==> config.mk <==
export PLATFORM = sky130hd
export DESIGN_NAME = dma_chan_addr_engine_flat
export DESIGN_NICKNAME = d
export VERILOG_FILES = /design/src/rtl/dma_chan_addr_engine_if.sv /design/src/rtl/dma_chan_addr_engine.sv /design/src/flat_wrapper.sv
export SDC_FILE = /design/constraint.sdc
export NUM_CORES = 1
export LEC_CHECK = 0
export ABC_CLOCK_PERIOD_IN_PS = 8480
export CAP_MARGIN = 20
export CORE_ASPECT_RATIO = 2
export CORE_MARGIN = 4
export CORE_UTILIZATION = 60
export DETAILED_ROUTE_END_ITERATION = 7
export GPL_ROUTABILITY_DRIVEN = 0
export PLACE_DENSITY_LB_ADDON = 0.15
export SYNTH_ARGS = -nofsm -noshare
export SYNTH_HDL_FRONTEND = slang
export SYNTH_SLANG_ARGS = --single-unit
==> constraint.sdc <==
create_clock -name clk -period 8.48 [get_ports clk]
set_input_delay 2.12 -clock clk [delete_from_list [all_inputs] [get_ports clk]]
set_output_delay 2.12 -clock clk [all_outputs]
set_load 0.02 [all_outputs]
==> src/rtl/dma_chan_addr_engine_if.sv <==
// Bus bundle between the CPU register port / DMA timing FSM (master) and the
// channel address engine (slave).
interface dma_chan_addr_engine_if #(
  parameter int unsigned NUM_CH = 4,
  parameter int unsigned ADDR_W = 16,
  parameter int unsigned CNT_W  = 16
);
  localparam int unsigned CH_W = (NUM_CH > 1) ? $clog2(NUM_CH) : 1;

  logic              cpu_wr;
  logic              cpu_rd;
  logic [CH_W-1:0]   cpu_ch;
  logic              cpu_sel;
  logic [7:0]        cpu_din;
  logic [7:0]        cpu_dout;
  logic              clr_ff;
  logic [NUM_CH-1:0] dec_mode;
  logic [NUM_CH-1:0] auto_init;
  logic [CH_W-1:0]   act_ch;
  logic              start;
  logic              adv;
  logic              ext_eop_n;
  logic [ADDR_W-1:0] addr_out;
  logic              adstb;
  logic              busy;
  logic              tc;
  logic              eop_n;
  logic [NUM_CH-1:0] ch_done;

  modport master (
    output cpu_wr, cpu_rd, cpu_ch, cpu_sel, cpu_din, clr_ff, dec_mode, auto_init,
           act_ch, start, adv, ext_eop_n,
    input  cpu_dout, addr_out, adstb, busy, tc, eop_n, ch_done
  );

  modport slave (
    input  cpu_wr, cpu_rd, cpu_ch, cpu_sel, cpu_din, clr_ff, dec_mode, auto_init,
           act_ch, start, adv, ext_eop_n,
    output cpu_dout, addr_out, adstb, busy, tc, eop_n, ch_done
  );
endinterface

==> src/rtl/dma_chan_addr_engine.sv <==
// Multi-channel DMA base/current address and word-count engine with TC/EOP detection.
// Optional auto-initialise on terminal count: define DMA_AUTOINIT_EN.
module dma_chan_addr_engine #(
  parameter int unsigned NUM_CH = 4,
  parameter int unsigned ADDR_W = 16,
  parameter int unsigned CNT_W  = 16
) (
  input  logic                  clk,
  input  logic                  rst,
  dma_chan_addr_engine_if.slave bus
);
  localparam int CH_W    = (NUM_CH > 1) ? $clog2(NUM_CH) : 1;
  localparam int NCH_PAD = 1 << CH_W;
  localparam int NBA     = int'(ADDR_W) / 8;
  localparam int NBC     = int'(CNT_W) / 8;

  typedef enum logic [1:0] {StIdle, StLoad, StActive, StTerm} state_e;

  state_e state_q, state_d;

  logic [ADDR_W-1:0] base_addr_q [NCH_PAD];
  logic [ADDR_W-1:0] cur_addr_q  [NCH_PAD];
  logic [CNT_W-1:0]  base_cnt_q  [NCH_PAD];
  logic [CNT_W-1:0]  cur_cnt_q   [NCH_PAD];
  logic [NCH_PAD-1:0] ch_done_q;

  logic [1:0]        ptr_q;
  logic [CH_W-1:0]   act_q;
  logic [7:0]        cpu_dout_q;
  logic [ADDR_W-1:0] addr_out_q;
  logic              adstb_q, busy_q, tc_q, eop_n_q;

  logic [ADDR_W-1:0] cur_a, addr_nxt;
  logic [CNT_W-1:0]  cur_c;
  logic              adv_ok, tc_hit, upper_chg, ptr_last;

  assign cur_a     = cur_addr_q[act_q];
  assign cur_c     = cur_cnt_q[act_q];
  assign addr_nxt  = bus.dec_mode[act_q] ? cur_a - ADDR_W'(1) : cur_a + ADDR_W'(1);
  assign upper_chg = ((addr_nxt ^ cur_a) >> 8) != '0;
  // A CPU write to the serviced channel takes precedence over the transfer strobe.
  assign adv_ok    = (state_q == StActive) && bus.adv && !(bus.cpu_wr && bus.cpu_ch == act_q);
  assign tc_hit    = adv_ok && (cur_c == '0);
  assign ptr_last  = int'(ptr_q) >= ((bus.cpu_sel ? NBC : NBA) - 1);

  always_ff @(posedge clk or posedge rst) begin
    if (rst) state_q <= StIdle;
    else     state_q <= state_d;
  end

  always_comb begin
    state_d = state_q;
    unique case (state_q)
      StIdle:   if (bus.start) state_d = StLoad;
      StLoad:   state_d = StActive;
      StActive: if (tc_hit || !bus.ext_eop_n) state_d = StTerm;
      StTerm:   state_d = StIdle;
      default:  state_d = StIdle;
    endcase
  end

  always_ff @(posedge clk or posedge rst) begin
    if (rst) begin
      for (int i = 0; i < NCH_PAD; i++) begin
        base_addr_q[i] <= '0;
        cur_addr_q[i]  <= '0;
        base_cnt_q[i]  <= '0;
        cur_cnt_q[i]   <= '0;
      end
      ch_done_q  <= '0;
      ptr_q      <= '0;
      act_q      <= '0;
      cpu_dout_q <= '0;
      addr_out_q <= '0;
      adstb_q    <= 1'b0;
      busy_q     <= 1'b0;
      tc_q       <= 1'b0;
      eop_n_q    <= 1'b1;
    end else begin
      adstb_q <= 1'b0;
      tc_q    <= 1'b0;
      eop_n_q <= 1'b1;
      busy_q  <= (state_d != StIdle);

      if (state_q == StIdle && bus.start) act_q <= bus.act_ch;

      if (state_q == StLoad) begin
        addr_out_q <= cur_a;
        adstb_q    <= 1'b1;
      end

      if (adv_ok) begin
        cur_addr_q[act_q] <= addr_nxt;
        cur_cnt_q[act_q]  <= cur_c - CNT_W'(1);
        addr_out_q        <= addr_nxt;
        adstb_q           <= upper_chg;
      end

      // Termination outputs are registered so they coincide with the TERM state.
      if (state_q == StActive && state_d == StTerm) begin
        tc_q             <= tc_hit;
        eop_n_q          <= 1'b0;
        ch_done_q[act_q] <= 1'b1;
      end

`ifdef DMA_AUTOINIT_EN
      if (state_q == StTerm && bus.auto_init[act_q]) begin
        cur_addr_q[act_q] <= base_addr_q[act_q];
        cur_cnt_q[act_q]  <= base_cnt_q[act_q];
      end
`endif

      if (bus.cpu_wr) begin
        for (int b = 0; b < NBA; b++) begin
          if (!bus.cpu_sel && int'(ptr_q) == b) begin
            base_addr_q[bus.cpu_ch][8*b +: 8] <= bus.cpu_din;
            cur_addr_q[bus.cpu_ch][8*b +: 8]  <= bus.cpu_din;
          end
        end
        for (int b = 0; b < NBC; b++) begin
          if (bus.cpu_sel && int'(ptr_q) == b) begin
            base_cnt_q[bus.cpu_ch][8*b +: 8] <= bus.cpu_din;
            cur_cnt_q[bus.cpu_ch][8*b +: 8]  <= bus.cpu_din;
          end
        end
        if (bus.cpu_sel) ch_done_q[bus.cpu_ch] <= 1'b0;
      end

      if (bus.cpu_rd) begin
        cpu_dout_q <= '0;
        for (int b = 0; b < NBA; b++) begin
          if (!bus.cpu_sel && int'(ptr_q) == b) cpu_dout_q <= cur_addr_q[bus.cpu_ch][8*b +: 8];
        end
        for (int b = 0; b < NBC; b++) begin
          if (bus.cpu_sel && int'(ptr_q) == b) cpu_dout_q <= cur_cnt_q[bus.cpu_ch][8*b +: 8];
        end
      end

      if (bus.clr_ff)                    ptr_q <= '0;
      else if (bus.cpu_wr || bus.cpu_rd) ptr_q <= ptr_last ? 2'd0 : ptr_q + 2'd1;
    end
  end

`ifndef DMA_AUTOINIT_EN
  // Base registers only feed auto-initialise; keep them visibly consumed.
  logic unused_base;
  always_comb begin
    unused_base = ^bus.auto_init;
    for (int i = 0; i < NCH_PAD; i++) begin
      unused_base = unused_base ^ (^base_addr_q[i]) ^ (^base_cnt_q[i]);
    end
  end
`endif

  assign bus.cpu_dout = cpu_dout_q;
  assign bus.addr_out = addr_out_q;
  assign bus.adstb    = adstb_q;
  assign bus.busy     = busy_q;
  assign bus.tc       = tc_q;
  assign bus.eop_n    = eop_n_q;
  assign bus.ch_done  = ch_done_q[NUM_CH-1:0];
endmodule

==> src/flat_wrapper.sv <==
// flat-port wrapper written by rule: the top's interface ports become plain ports
module dma_chan_addr_engine_flat 
#(
  parameter int unsigned NUM_CH = 4,
  parameter int unsigned ADDR_W = 16,
  parameter int unsigned CNT_W  = 16
)
  (clk, rst, bus_cpu_wr, bus_cpu_rd, bus_cpu_ch, bus_cpu_sel, bus_cpu_din, bus_clr_ff, bus_dec_mode, bus_auto_init, bus_act_ch, bus_start, bus_adv, bus_ext_eop_n, bus_cpu_dout, bus_addr_out, bus_adstb, bus_busy, bus_tc, bus_eop_n, bus_ch_done);
  dma_chan_addr_engine_if #(.NUM_CH(NUM_CH), .ADDR_W(ADDR_W), .CNT_W(CNT_W)) bus_i ();
  input  logic clk;
  input  logic rst;
  input wire logic [$bits(bus_i.cpu_wr)-1:0] bus_cpu_wr;
  input wire logic [$bits(bus_i.cpu_rd)-1:0] bus_cpu_rd;
  input wire logic [$bits(bus_i.cpu_ch)-1:0] bus_cpu_ch;
  input wire logic [$bits(bus_i.cpu_sel)-1:0] bus_cpu_sel;
  input wire logic [$bits(bus_i.cpu_din)-1:0] bus_cpu_din;
  input wire logic [$bits(bus_i.clr_ff)-1:0] bus_clr_ff;
  input wire logic [$bits(bus_i.dec_mode)-1:0] bus_dec_mode;
  input wire logic [$bits(bus_i.auto_init)-1:0] bus_auto_init;
  input wire logic [$bits(bus_i.act_ch)-1:0] bus_act_ch;
  input wire logic [$bits(bus_i.start)-1:0] bus_start;
  input wire logic [$bits(bus_i.adv)-1:0] bus_adv;
  input wire logic [$bits(bus_i.ext_eop_n)-1:0] bus_ext_eop_n;
  output wire logic [$bits(bus_i.cpu_dout)-1:0] bus_cpu_dout;
  output wire logic [$bits(bus_i.addr_out)-1:0] bus_addr_out;
  output wire logic [$bits(bus_i.adstb)-1:0] bus_adstb;
  output wire logic [$bits(bus_i.busy)-1:0] bus_busy;
  output wire logic [$bits(bus_i.tc)-1:0] bus_tc;
  output wire logic [$bits(bus_i.eop_n)-1:0] bus_eop_n;
  output wire logic [$bits(bus_i.ch_done)-1:0] bus_ch_done;
  assign bus_i.cpu_wr = bus_cpu_wr;
  assign bus_i.cpu_rd = bus_cpu_rd;
  assign bus_i.cpu_ch = bus_cpu_ch;
  assign bus_i.cpu_sel = bus_cpu_sel;
  assign bus_i.cpu_din = bus_cpu_din;
  assign bus_i.clr_ff = bus_clr_ff;
  assign bus_i.dec_mode = bus_dec_mode;
  assign bus_i.auto_init = bus_auto_init;
  assign bus_i.act_ch = bus_act_ch;
  assign bus_i.start = bus_start;
  assign bus_i.adv = bus_adv;
  assign bus_i.ext_eop_n = bus_ext_eop_n;
  assign bus_cpu_dout = bus_i.cpu_dout;
  assign bus_addr_out = bus_i.addr_out;
  assign bus_adstb = bus_i.adstb;
  assign bus_busy = bus_i.busy;
  assign bus_tc = bus_i.tc;
  assign bus_eop_n = bus_i.eop_n;
  assign bus_ch_done = bus_i.ch_done;
  dma_chan_addr_engine #(.NUM_CH(NUM_CH), .ADDR_W(ADDR_W), .CNT_W(CNT_W)) u_core (.clk(clk), .rst(rst), .bus(bus_i));
endmodule
Word-level counts from Yosys, hierarchy flattened. Index checks and enable logic that the tools add are counted.

$add $sub $neg: 4. Magnitude comparators: 9. Equality and inequality tests: 6. Multiplexer cells: 60. Bitwise logic cells: 6. Reductions and logical operators: 26.

Operators with widths (count): 2-to-1 mux 64 bit (10); bitwise mux 64 bit (6); 2-to-1 mux 16 bit (13); binary-select mux 16 bit (select 2 bit) (4); demux 16 bit (select 2 bit) (3); 2-to-1 mux 8 bit (5); subtractor 16 x 1 -> 16 bit (second input constant) (2); adder 16 x 1 -> 16 bit (second input constant) (1); logical NOT 16 bit (1); nonzero test 16 bit (1); XOR 16 bit (1); logical AND 1 bit (14); 2-to-1 mux 4 bit (3); 2-to-1 mux 2 bit (5); equality test 2 bit (second input constant) (4); one-hot mux 2 bit (4 select lines) (1); 2-to-1 mux 1 bit (7); >= comparator 2 x 1 -> 1 bit (second input constant) (3); >= comparator 3 bit (second input constant) (2); less-than comparator 2 x 3 -> 1 bit (second input constant) (2); less-than comparator 3 x 1 -> 1 bit (second input constant) (2); inverter 2 -> 3 bit (2); nonzero test 2 bit (3); bitwise AND 4 bit (1); other kinds (10) (15).

Register bits after elaboration: 166. Input bits: 29. Output and inout bits: 32. Word-level logic and storage cells: 129.

Logic depth before layout (Yosys ltp). Gate-level depths: netlist (run 1).

Depth in word-level cells: 15. Depth in mapped cells: 16. Mapped depth without buffers: 12.

Least setup slack after synthesis (run 1). No wires, ideal clock.

Path kind: input to register. Start: input port bus_dec_mode[3]. End: register u_core.cur_addr_q[46] (netlist name). Setup time: 125 ps. Arrival time: 4817 ps. Required time: 8355 ps. Path slack: 3538 ps. Stages on the path: 11. Buffers on the path: 1. Cells stage by stage: mux4_2 ha_1 clkbuf_1 a21oi_1 o21ai_0 and3_1 or3_1 a21oi_1 xnor2_1 o21ai_0 mux2_2.

Cells in the longest elaborated chain, start to end: 11.

Ends and longest elaborated chain: start: declaration (RTL line flat_wrapper.sv:18) `input wire logic [$bits(bus_i.dec_mode)-1:0] bus_dec_mode;`; binary-select mux 1 bit (select 2 bit) (*) (RTL line dma_chan_addr_engine.sv:39) `assign addr_nxt = bus.dec_mode[act_q] ? cur_a - ADDR_W'(1) : cur_a + ADDR_W'(1);`; 2-to-1 mux 1 bit (implied by the code) (*) (RTL line dma_chan_addr_engine.sv:39); 2-to-1 mux 16 bit (*) (RTL line dma_chan_addr_engine.sv:39); bitwise mux 64 bit (*) (RTL line dma_chan_addr_engine.sv:93) `cur_addr_q[act_q] <= addr_nxt;`; 2-to-1 mux 64 bit (*) (RTL line dma_chan_addr_engine.sv:92) `if (adv_ok) begin`; bitwise mux 64 bit (RTL line dma_chan_addr_engine.sv:117) `cur_addr_q[bus.cpu_ch][8*b +: 8] <= bus.cpu_din;`; 2-to-1 mux 64 bit (RTL line dma_chan_addr_engine.sv:115) `if (!bus.cpu_sel && int'(ptr_q) == b) begin`; 2-to-1 mux 64 bit (RTL line dma_chan_addr_engine.sv:113) `if (bus.cpu_wr) begin`; bitwise mux 64 bit (RTL line dma_chan_addr_engine.sv:117); 2-to-1 mux 64 bit (RTL line dma_chan_addr_engine.sv:115); 2-to-1 mux 64 bit (*) (RTL line dma_chan_addr_engine.sv:113); end signal: indexed assignment (RTL line dma_chan_addr_engine.sv:93); end signal: indexed assignment (RTL line dma_chan_addr_engine.sv:117); end: declaration (RTL line dma_chan_addr_engine.sv:22) `logic [ADDR_W-1:0] cur_addr_q [NCH_PAD];`.

Every way passes the cells marked *; elsewhere a longest branch is shown, timed or not. The select of a mux whose other input is x is not followed. A chain may end at the register's enable or synchronous reset.

Worst setup path in the final report (run 1).
Start: input port bus_dec_mode[2]. End: register u_core.cur_addr_q[28] (netlist name).

Same word-level chain as after synthesis.

==> impl_metrics.csv, run 1 <==
group,metric,value,unit
finish,mostFrequentLayoutCell,"dfrtp_1",
floorplanning,die_h,200.2,µm
timing,final.setup_skew,11.26,ps
routing,viasPerCell,6.778,
logic_synthesis,synth_seq_cells,166,
timing,max_freq,0.1797,GHz
power_and_ir_drop,pwr-share-clk,14.0,%
setup_path,rrSetupSlack,3830,ps
power_and_ir_drop,peakVddDrop,221.3,µV
clocking,cts_resized,0,
routing,wl_per_cell,23.68,µm
logic_synthesis,synth_area_per_cell,9.313,µm²
timing,rsz0062_at_grt,"no",
logic_synthesis,synth_cell_types,67,
power_and_ir_drop,power_frac_seq,23.2,%
power_and_ir_drop,comb_power_share,62.8,%
logic_synthesis,synth_edf_count,0,
timing,max-slew-margin-rel,23.95,%
worst_hold_path,hold_path.class,"register to register",
power_and_ir_drop,p_int,0.003247,W
floorplanning,die_w,104.1,µm
logic_synthesis,syn-instance-count,1190,
routing,drc_errors,0,
power_and_ir_drop,p_per_area,507.0,nW/µm²
grt,grtUsageTotal,32.63,%
placed_design,io_buffers,56,
setup_path,crit_start,"bus_dec_mode[2]",
setup_path,reg2reg_to,"u_core.cur_addr_q[46]",
power_and_ir_drop,p_sw_share,47.65,%
logic_synthesis,synth-main-ff-cell,"dfrtp_1",
setup_path,cp-end-kind,"register",
clocking,cts.sinks,166,
grt,grt_overflow,0,
finish,stdcell_count,1407,
logic_synthesis,syn-cell-area,11080,µm²
clocking,clk_pin_slew_worst_paths,70,ps
power_and_ir_drop,p_leak,4.878,nW
timing,final-setup-viol-count,0,
clocking,holdBufCountCts,0,
logic_synthesis,ys_warn_count,0,
clocking,cts_buffers,17,
setup_path,cp_max_fo,20,
run,maxCapViolCount,0,
clocking,cts_tree,"built",
routing,drtIter0Drc,877,
floorplanning,dieArea,20840,µm²
routing,drt-total-wl,33320,µm
setup_path,cp-endpoint,"u_core.cur_addr_q[28]",
placed_design,dp_hpwl,22020,µm
floorplanning,boundaryPins,61,
setup_path,crit_type,"primary input to register",
timing,min_period_over_period,65.63,%
power_and_ir_drop,p_total,0.006203,W
timing,worst_pin_slew,1141,ps
grt,grt_max_degree,93,
logic_synthesis,ys_seq_area_share,37.50,%
clocking,clock-root-buffer,"clkbuf_16",
floorplanning,initial_core_util,60.83,%
setup_path,r2r_start,"u_core.act_q[1]",
grt,grt_pass1_vias,9677,
clocking,clk_path_buf_depth,2,
routing,vias,9536,
setup_path,arrival,5920,ps
grt,grt_pass1_wl,52580,µm
timing,report.final.hold_viol_count,0,
grt,antenna_found_initial,0,
placed_design,placed_cells,1375,
setup_path,r2r_cells,13,
logic_synthesis,async_flop_share,100.0,%
timing,tns,0,ps
finish,mostFrequentLayoutCells,"dfrtp_1 (163), nand2_1 (141), nor2_1 (134), o21ai_0 (114), a21oi_1 (109)",
clocking,clk_latency,450,ps
clocking,post_cts_buffers,0,
finish,diodes,0,
setup_path,cp-start-kind,"primary input",
finish,drive_above_1_share,11.42,%
run_status,status,"finished clean",
power_and_ir_drop,p_switching,0.002956,W
routing,ant_nets,0,
routing,first_pass_iters,5,
clocking,htreeDepth,4,
finish,num-nets-final,1230,
timing,min_period,5565,ps
floorplanning,core_area,18220,µm²
setup_path,cp_data_required_time,8840,ps
timing,maxSlewViolCount,0,
finish,area_growth,10.40,%
logic_synthesis,syn_nets,1242,
floorplanning,fp-row-count,70,
## layout make-up
cell class                      instances  area (µm²)
Clock inverter                         12       201.4
Inverter                               29       113.9
Multi-Input combinational cell        894        6389
Fill cell                            1442        5983
Tap cell                              216       270.3
Sequential cell                       166        4158
Clock buffer                           20       446.7
Timing Repair Buffer                   70       655.6
## critical path, cell delays in order
cell	delay, ps
clkdlybuf4s50_1	420
mux4_2	720
inv_1	290
fa_1	260
nor2b_1	80
o2111ai_1	390
a21oi_1	200
nor2_1	290
o21ai_0	180
xnor2_1	580
mux2i_1	180
a21oi_1	200
## metal layers
layer	global-route usage, %	up-vias	share of wire (%)
met1	35.94	4621	35
met3	5.289	145	6.7
li1	-	4257	-
met5	0	-	0
met4	25.20	0	7.9
met2	55.66	513	51
## how the worst min path moves through the flow
stage | from | end | slack (ps) | cells after the start
after floorplan | u_core.ptr_q[1] | u_core.ptr_q[1] | 480 | 2
after global placement | u_core.ptr_q[1] | u_core.ptr_q[1] | 510 | 2
after detailed placement | u_core.ptr_q[1] | u_core.ptr_q[1] | 510 | 2
after CTS | u_core.ptr_q[1] | u_core.ptr_q[1] | 530 | 2
after global routing | u_core.bus.cpu_dout[7] | u_core.bus.cpu_dout[7] | 550 | 2
final | u_core.ptr_q[1] | u_core.ptr_q[1] | 520 | 2
## power by group through the flow
stage               Combinational (W)  Clock [W]  Sequential (W)
floorplan                     0.00282          0         0.00143
global placement              0.00377          0         0.00141
detailed placement            0.00382          0         0.00143
CTS                           0.00385   0.000880         0.00142
global route                  0.00421   0.000915         0.00147
finish                        0.00389   0.000870         0.00144
## state kept, by name, summed over array words and instances, names as in the netlist
name,cells
u_core.act_q,2
u_core.bus.addr_out,16
u_core.bus.adstb,1
u_core.bus.busy,1
u_core.bus.ch_done,4
u_core.bus.cpu_dout,8
u_core.bus.eop_n,1
u_core.bus.tc,1
u_core.cur_addr_q,64
u_core.cur_cnt_q,64
u_core.ptr_q,2
u_core.state_q,2
## synth_stat cells (4+ instances only)
| library cell | n | area, µm² |
|---|---|---|
| dfrtp_1 | 165 | 4129 |
| nand2_1 | 141 | 529.3 |
| nor2_1 | 134 | 503.0 |
| o21ai_0 | 114 | 570.6 |
| a21oi_1 | 109 | 545.5 |
| clkbuf_1 | 60 | 225.2 |
| mux4_2 | 54 | 1216 |
| mux2i_1 | 40 | 400.4 |
| inv_1 | 29 | 108.9 |
| o211ai_1 | 26 | 195.2 |
| ha_1 | 22 | 275.3 |
| nand3_1 | 21 | 105.1 |
| a211oi_1 | 20 | 150.1 |
| o21ai_1 | 20 | 100.1 |
| buf_2 | 19 | 95.09 |
| xnor2_1 | 19 | 166.4 |
| buf_1 | 18 | 67.56 |
| nor2b_1 | 15 | 93.84 |
| nor3_1 | 15 | 75.07 |
| xor2_1 | 12 | 105.1 |
| a21o_1 | 10 | 75.07 |
| and2_1 | 10 | 62.56 |
| mux4_1 | 10 | 262.8 |
| mux2_2 | 9 | 101.4 |
| a22oi_1 | 8 | 60.06 |
| and3_1 | 8 | 50.05 |
| a31oi_1 | 7 | 43.79 |
| nand4_1 | 7 | 43.79 |
| o21a_1 | 7 | 52.55 |
| nand2b_1 | 5 | 31.28 |
| nor4_1 | 4 | 25.02 |
| o41ai_2 | 4 | 65.06 |
| xnor2_2 | 4 | 65.06 |
## kinds of logic after synthesis
family	synth area share [%]
AOI/OAI and AO/OA	18.44
and+or+nand+nor	15.50
buffers and inverters	4.990
xor gates and xnor gates	3.037
muxes	17.87
DFF	37.50
adders and majority gates	2.665
## stage by stage
stage               setup WS [ps]  utilization (%)  hold slack (ps)  area [µm²]
floorplan                    1872                -            480.2       11080
global placement             2608            63.60            508.7       11590
detailed placement           2547            63.60            510.7       11590
CTS                          2973            67.16            525.6       12230
global route                 2763            67.16            553.6       12230
finish                       2915            67.16            523.8       12230
(Power assumes the default switching activity.)
==> inputs of run 2 (changes only) <==
ABC_CLOCK_PERIOD_IN_PS = 5400   (was 8480)
clock period = 5.4 ns   (was 8.48 ns; I/O delays follow)
==> run 2 against run 1 <==
Effect of this change:
- non-clock buffer count up 16
- largest cell class unchanged
- flip-flop and latch count unchanged
- highest routed layer unchanged
- utilization increased by 0.62 points
- clock-buffer cell count is 1 higher
- sequential power rose by 60%
- critical path depth shrank 1
==> impl_metrics.csv, run 2 (synthesis results as in run 1) <==
group,metric,value,unit
setup_path,cp_max_fo,20,
clocking,clock-root-buffer,"clkbuf_16",
grt,grt_overflow,0,
grt,grt_pass1_vias,9954,
finish,diodes,0,
timing,report.final.hold_viol_count,0,
grt,grtUsageTotal,34.01,%
finish,regArea,4158,µm²
power_and_ir_drop,comb_power_share,63.6,%
grt,grt_max_degree,167,
power_and_ir_drop,power_frac_seq,23.3,%
power_and_ir_drop,p_sw_share,47.81,%
grt,antenna_found_initial,0,
power_and_ir_drop,p_int,0.005151,W
worst_hold_path,hold_path.class,"register to register",
placed_design,placed_cells,1391,
floorplanning,dieArea,20840,µm²
setup_path,crit_type,"primary input to register",
setup_path,cp-end-kind,"register",
grt,grt_pass1_wl,54690,µm
placed_design,dpl-instance-area,11730,µm²
clocking,cts_buffers,17,
timing,final.setup_skew,8.492,ps
setup_path,cp_data_required_time,5750,ps
setup_path,arrival,5160,ps
routing,drtIter0Drc,899,
power_and_ir_drop,pwr-share-clk,13.1,%
clocking,clk_path_buf_depth,2,
finish,stdcell_count,1423,
clocking,clk_pin_slew_worst_paths,70,ps
routing,ant_nets,0,
timing,min_period_over_period,88.98,%
run,maxCapViolCount,0,
finish,multi_input_area,6389,µm²
power_and_ir_drop,p_leak,4.953,nW
clocking,htreeDepth,4,
floorplanning,die_h,200.2,µm
routing,viasPerCell,6.800,
timing,min_period,4805,ps
placed_design,io_buffers,56,
floorplanning,initial_core_util,60.83,%
timing,max-slew-margin-rel,31.68,%
finish,area_growth,11.43,%
floorplanning,die_w,104.1,µm
routing,first_pass_iters,5,
timing,rsz0062_at_grt,"no",
timing,worst_pin_slew,1025,ps
timing,max_freq,0.2081,GHz
worst_hold_path,hold-path-cell-count,2,
finish,mostFrequentLayoutCells,"dfrtp_1 (163), nand2_1 (141), nor2_1 (134), o21ai_0 (114), a21oi_1 (109)",
floorplanning,boundaryPins,61,
clocking,post_cts_buffers,0,
floorplanning,fp-row-count,70,
placed_design,dp_hpwl,23600,µm
setup_path,r2r_cells,11,
clocking,holdBufCountCts,0,
run_status,status,"finished clean",
clocking,cts_resized,0,
finish,final_area,12350,µm²
power_and_ir_drop,p_switching,0.004718,W
clocking,cts_tree,"built",
clocking,cts.sinks,166,
setup_path,cp-start-kind,"primary input",
power_and_ir_drop,peakVddDrop,357.4,µV
finish,mostFrequentLayoutCell,"dfrtp_1",
timing,maxSlewViolCount,0,
power_and_ir_drop,p_per_area,799.2,nW/µm²
timing,tns,0,ps
routing,drt-total-wl,34550,µm
floorplanning,core_area,18220,µm²
routing,vias,9677,
routing,drc_errors,0,
clocking,clk_latency,440,ps
finish,drive_above_1_share,12.68,%
finish,fillers,1458,
routing,wl_per_cell,24.28,µm
finish,num-nets-final,1246,
timing,final-setup-viol-count,0,
run 2: changes by cell type in the layout (fill, tap and decap cells not counted):
| cell | change |
|---|---|
| clkinv_2 | +1 |
| clkbuf_8 | +2 |
| buf_12 | +2 |
| clkbuf_1 | -1 |
| bufinv_16 | -2 |
| buf_4 | +14 |
run 2: cell type report:
cell class / instances / area share [%]
Clock inverter: 11 / 1.196
Tap cell: 216 / 2.189
Inverter: 29 / 0.9119
Multi-Input combinational cell: 894 / 51.74
Clock buffer: 21 / 3.810
Sequential cell: 166 / 33.67
Timing Repair Buffer: 86 / 6.485
run 2: per-stage QoR:
step	setup slack (ps)	util (%)	hold WS, ps	power [W]
3_3_place_gp	352.7	64.39	499.3	0.008285
2_1_floorplan	1228	-	480.2	0.006677
4_1_cts	726.4	67.78	520.6	0.009777
6_report	594.9	67.78	519.1	0.009869
3_5_place_dp	335.5	64.39	505.9	0.008448
5_1_grt	388.2	67.78	558.4	0.01055
run 2: power by group through the flow:
| stage | sequential, W | clock (W) | combinational (W) |
|---|---|---|---|
| 2_1_floorplan | 0.00224 | 0 | 0.00443 |
| 3_3_place_gp | 0.00225 | 0 | 0.00604 |
| 3_5_place_dp | 0.00229 | 0 | 0.00616 |
| 4_1_cts | 0.00227 | 0.00131 | 0.00620 |
| 5_1_grt | 0.00235 | 0.00136 | 0.00683 |
| 6_report | 0.00230 | 0.00130 | 0.00628 |
run 2: path summary, 6_finish.rpt:
check                                         to       startpoint  slack, ps
max in group asynchronous    u_core.cur_cnt_q[1]              rst       3110
min in group asynchronous        u_core.bus.busy              rst       1450
max reg2reg                u_core.cur_addr_q[29]  u_core.act_q[0]       1030
min reg2reg                      u_core.ptr_q[1]  u_core.ptr_q[1]        520
max                        u_core.cur_addr_q[29]  bus_dec_mode[1]        590
min                              u_core.ptr_q[1]  u_core.ptr_q[1]        520
run 2: critical path, cell delays in order:
cell and delay [ps]:
clkdlybuf4s50_1 420, mux4_2 700, ha_1 540, a21oi_1 100
o21ai_0 470, o21ba_2 240, a21oi_1 320, nor2_1 160
xnor2_1 510, mux2i_1 170, a21oi_1 170
run 2: layer usage:
metal  part of all wire (%)  track usage, %  routed length (µm)  up-vias
met4                    8.0           24.63                2749        0
met5                      0               0                   0        -
met3                    6.4           5.418                2211      152
li1                       -               -                   -     4300
met1                     34           37.92               11700     4715
met2                     52           58.38               17890      510
==> inputs of run 3 (changes only) <==
--- a/config.mk
+++ b/config.mk
@@ -7,3 +7,3 @@
 export LEC_CHECK = 0
-export ABC_CLOCK_PERIOD_IN_PS = 5400
+export ABC_CLOCK_PERIOD_IN_PS = 4300
 export CAP_MARGIN = 20
@@ -11,3 +11,3 @@
 export CORE_MARGIN = 4
-export CORE_UTILIZATION = 60
+export CORE_UTILIZATION = 55
 export DETAILED_ROUTE_END_ITERATION = 7
==> constraint.sdc (replaced) <==
create_clock -name clk -period 4.3 [get_ports clk]
set_input_delay 0.645 -clock clk [delete_from_list [all_inputs] [get_ports clk]]
set_output_delay 0.645 -clock clk [all_outputs]
set_load 0.02 [all_outputs]
==> run 3 against run 2 <==
Effect of this change:
- design area grew 2.1%
- power is 29% higher
- cell count up 4.1%
- utilization shrank 4.2 points
- via count fell by 2.0%
- clock-buffer cell count fell by 1
- first-iteration DRC count decreased by 10%
- global-route usage fell by 3.0 points
- critical path depth unchanged
- wire length is 2.5% lower
==> impl_metrics.csv, run 3 (synthesis results as in run 1) <==
group,metric,value,unit
finish,diodes,0,
clocking,cts_tree,"built",
finish,area_growth,13.72,%
clocking,clk_path_buf_depth,2,
grt,grt_overflow,0,
timing,min_period,3807,ps
setup_path,cp-end-kind,"register",
worst_hold_path,hold_path.class,"register to register",
floorplanning,boundaryPins,61,
timing,max_freq,0.2627,GHz
grt,antenna_found_initial,0,
power_and_ir_drop,peakVddDrop,519.2,µV
routing,drtIter0Drc,805,
power_and_ir_drop,p_leak,5.066,nW
floorplanning,dieArea,22620,µm²
finish,num-nets-final,1259,
clocking,post_cts_buffers,0,
clocking,holdBufCountCts,0,
routing,drc_errors,0,
power_and_ir_drop,p_per_area,1008,nW/µm²
finish,mostFrequentLayoutCell,"dfrtp_1",
finish,regArea,4158,µm²
timing,max-slew-margin-rel,38.97,%
placed_design,io_buffers,56,
routing,wl_per_cell,22.72,µm
timing,layout_setup_ws,493.4,ps
timing,min_period_over_period,88.53,%
clocking,cts_buffers,17,
setup_path,arrival,4130,ps
timing,final-setup-viol-count,0,
finish,multi_input_area,6389,µm²
grt,grt_max_degree,109,
grt,grt_pass1_vias,9586,
routing,drt-total-wl,33680,µm
placed_design,dp_hpwl,23640,µm
timing,final.setup_skew,6.926,ps
timing,rsz0062_at_grt,"no",
timing,tns,0,ps
routing,ant_nets,0,
clocking,htreeDepth,4,
clocking,clk_latency,450,ps
finish,mostFrequentLayoutCells,"dfrtp_1 (163), nand2_1 (141), nor2_1 (134), o21ai_0 (114), a21oi_1 (109)",
floorplanning,die_w,108.4,µm
clocking,clock-root-buffer,"clkbuf_16",
setup_path,cp-start-kind,"register",
setup_path,cp_data_required_time,4630,ps
routing,viasPerCell,6.398,
floorplanning,die_h,208.7,µm
clocking,clk_pin_slew_worst_paths,60,ps
setup_path,cp_max_fo,43,
floorplanning,fp-row-count,73,
placed_design,post-place-ws,123.4,ps
run_status,status,"finished clean",
clocking,cts_resized,0,
timing,maxSlewViolCount,0,
finish,drive_above_1_share,13.61,%
run,maxCapViolCount,0,
floorplanning,initial_core_util,55.91,%
clocking,cts.sinks,166,
floorplanning,core_area,19820,µm²
timing,report.final.hold_viol_count,0,
timing,worst_pin_slew,912.5,ps
routing,vias,9482,
routing,first_pass_iters,5,
grt,grtUsageTotal,31.02,%
grt,grt_pass1_wl,52960,µm
setup_path,crit_type,"register to register",
finish,fillers,1669,
run 3: routing by layer:
metal	GRT usage, %	vias to the layer above	routed length [µm]
met4	19.75	0	2348
met3	4.204	132	1717
met5	0	-	0
met2	52.45	384	17570
li1	-	4312	-
met1	36.51	4654	12040
run 3: area by class of cell:
type	instances	share of cell area (%)
repair buffers	99	7.427
inverters	29	0.8936
clock buffers	20	3.624
well taps	262	2.601
flip-flops and latches	166	32.99
clock inverters	12	1.767
multi-input cells	894	50.69
run 3: worst max-delay path: stages, from the launching register on:
cell and delay (ps):
dfrtp_2 400, buf_12 310, mux4_2 610, ha_1 370, nor2b_1 160, o2111ai_1 350
nand2_1 160, a311oi_1 490, xor2_1 240, and4b_1 210, o2111a_1 240, a31oi_1 100
run 3: worst paths after layout:
check | slack, ps | endpoint | startpoint | depth (start not counted)
min in group asynchronous | 650 | u_core.bus.busy | rst | 3
max reg2reg | 490 | u_core.bus.adstb | u_core.act_q[0] | 11
min reg2reg | 520 | u_core.ptr_q[1] | u_core.ptr_q[1] | 2
max | 490 | u_core.bus.adstb | u_core.act_q[0] | 11
max in group asynchronous | 3050 | u_core.cur_cnt_q[33] | rst | 3
min | 520 | u_core.ptr_q[1] | u_core.ptr_q[1] | 2
run 3: through the flow:
stage          util [%]  instances  area [µm²]  total power, W  hold slack [ps]
2_1_floorplan         -       1190       11090        0.008385            480.2
3_3_place_gp      60.15       1450       11920         0.01070            497.9
3_5_place_dp      60.15       1450       11920         0.01083            512.6
4_1_cts           63.58       1482       12600         0.01265            525.7
5_1_grt           63.58       1482       12600         0.01357            544.7
6_report          63.58       1482       12600         0.01271            523.6
run 3: power by group:
group	internal, W	total [W]	switching (W)
Clock	0.00112	0.00178	0.000663
Sequential	0.00231	0.00285	0.000537
Combinational	0.00340	0.00808	0.00468
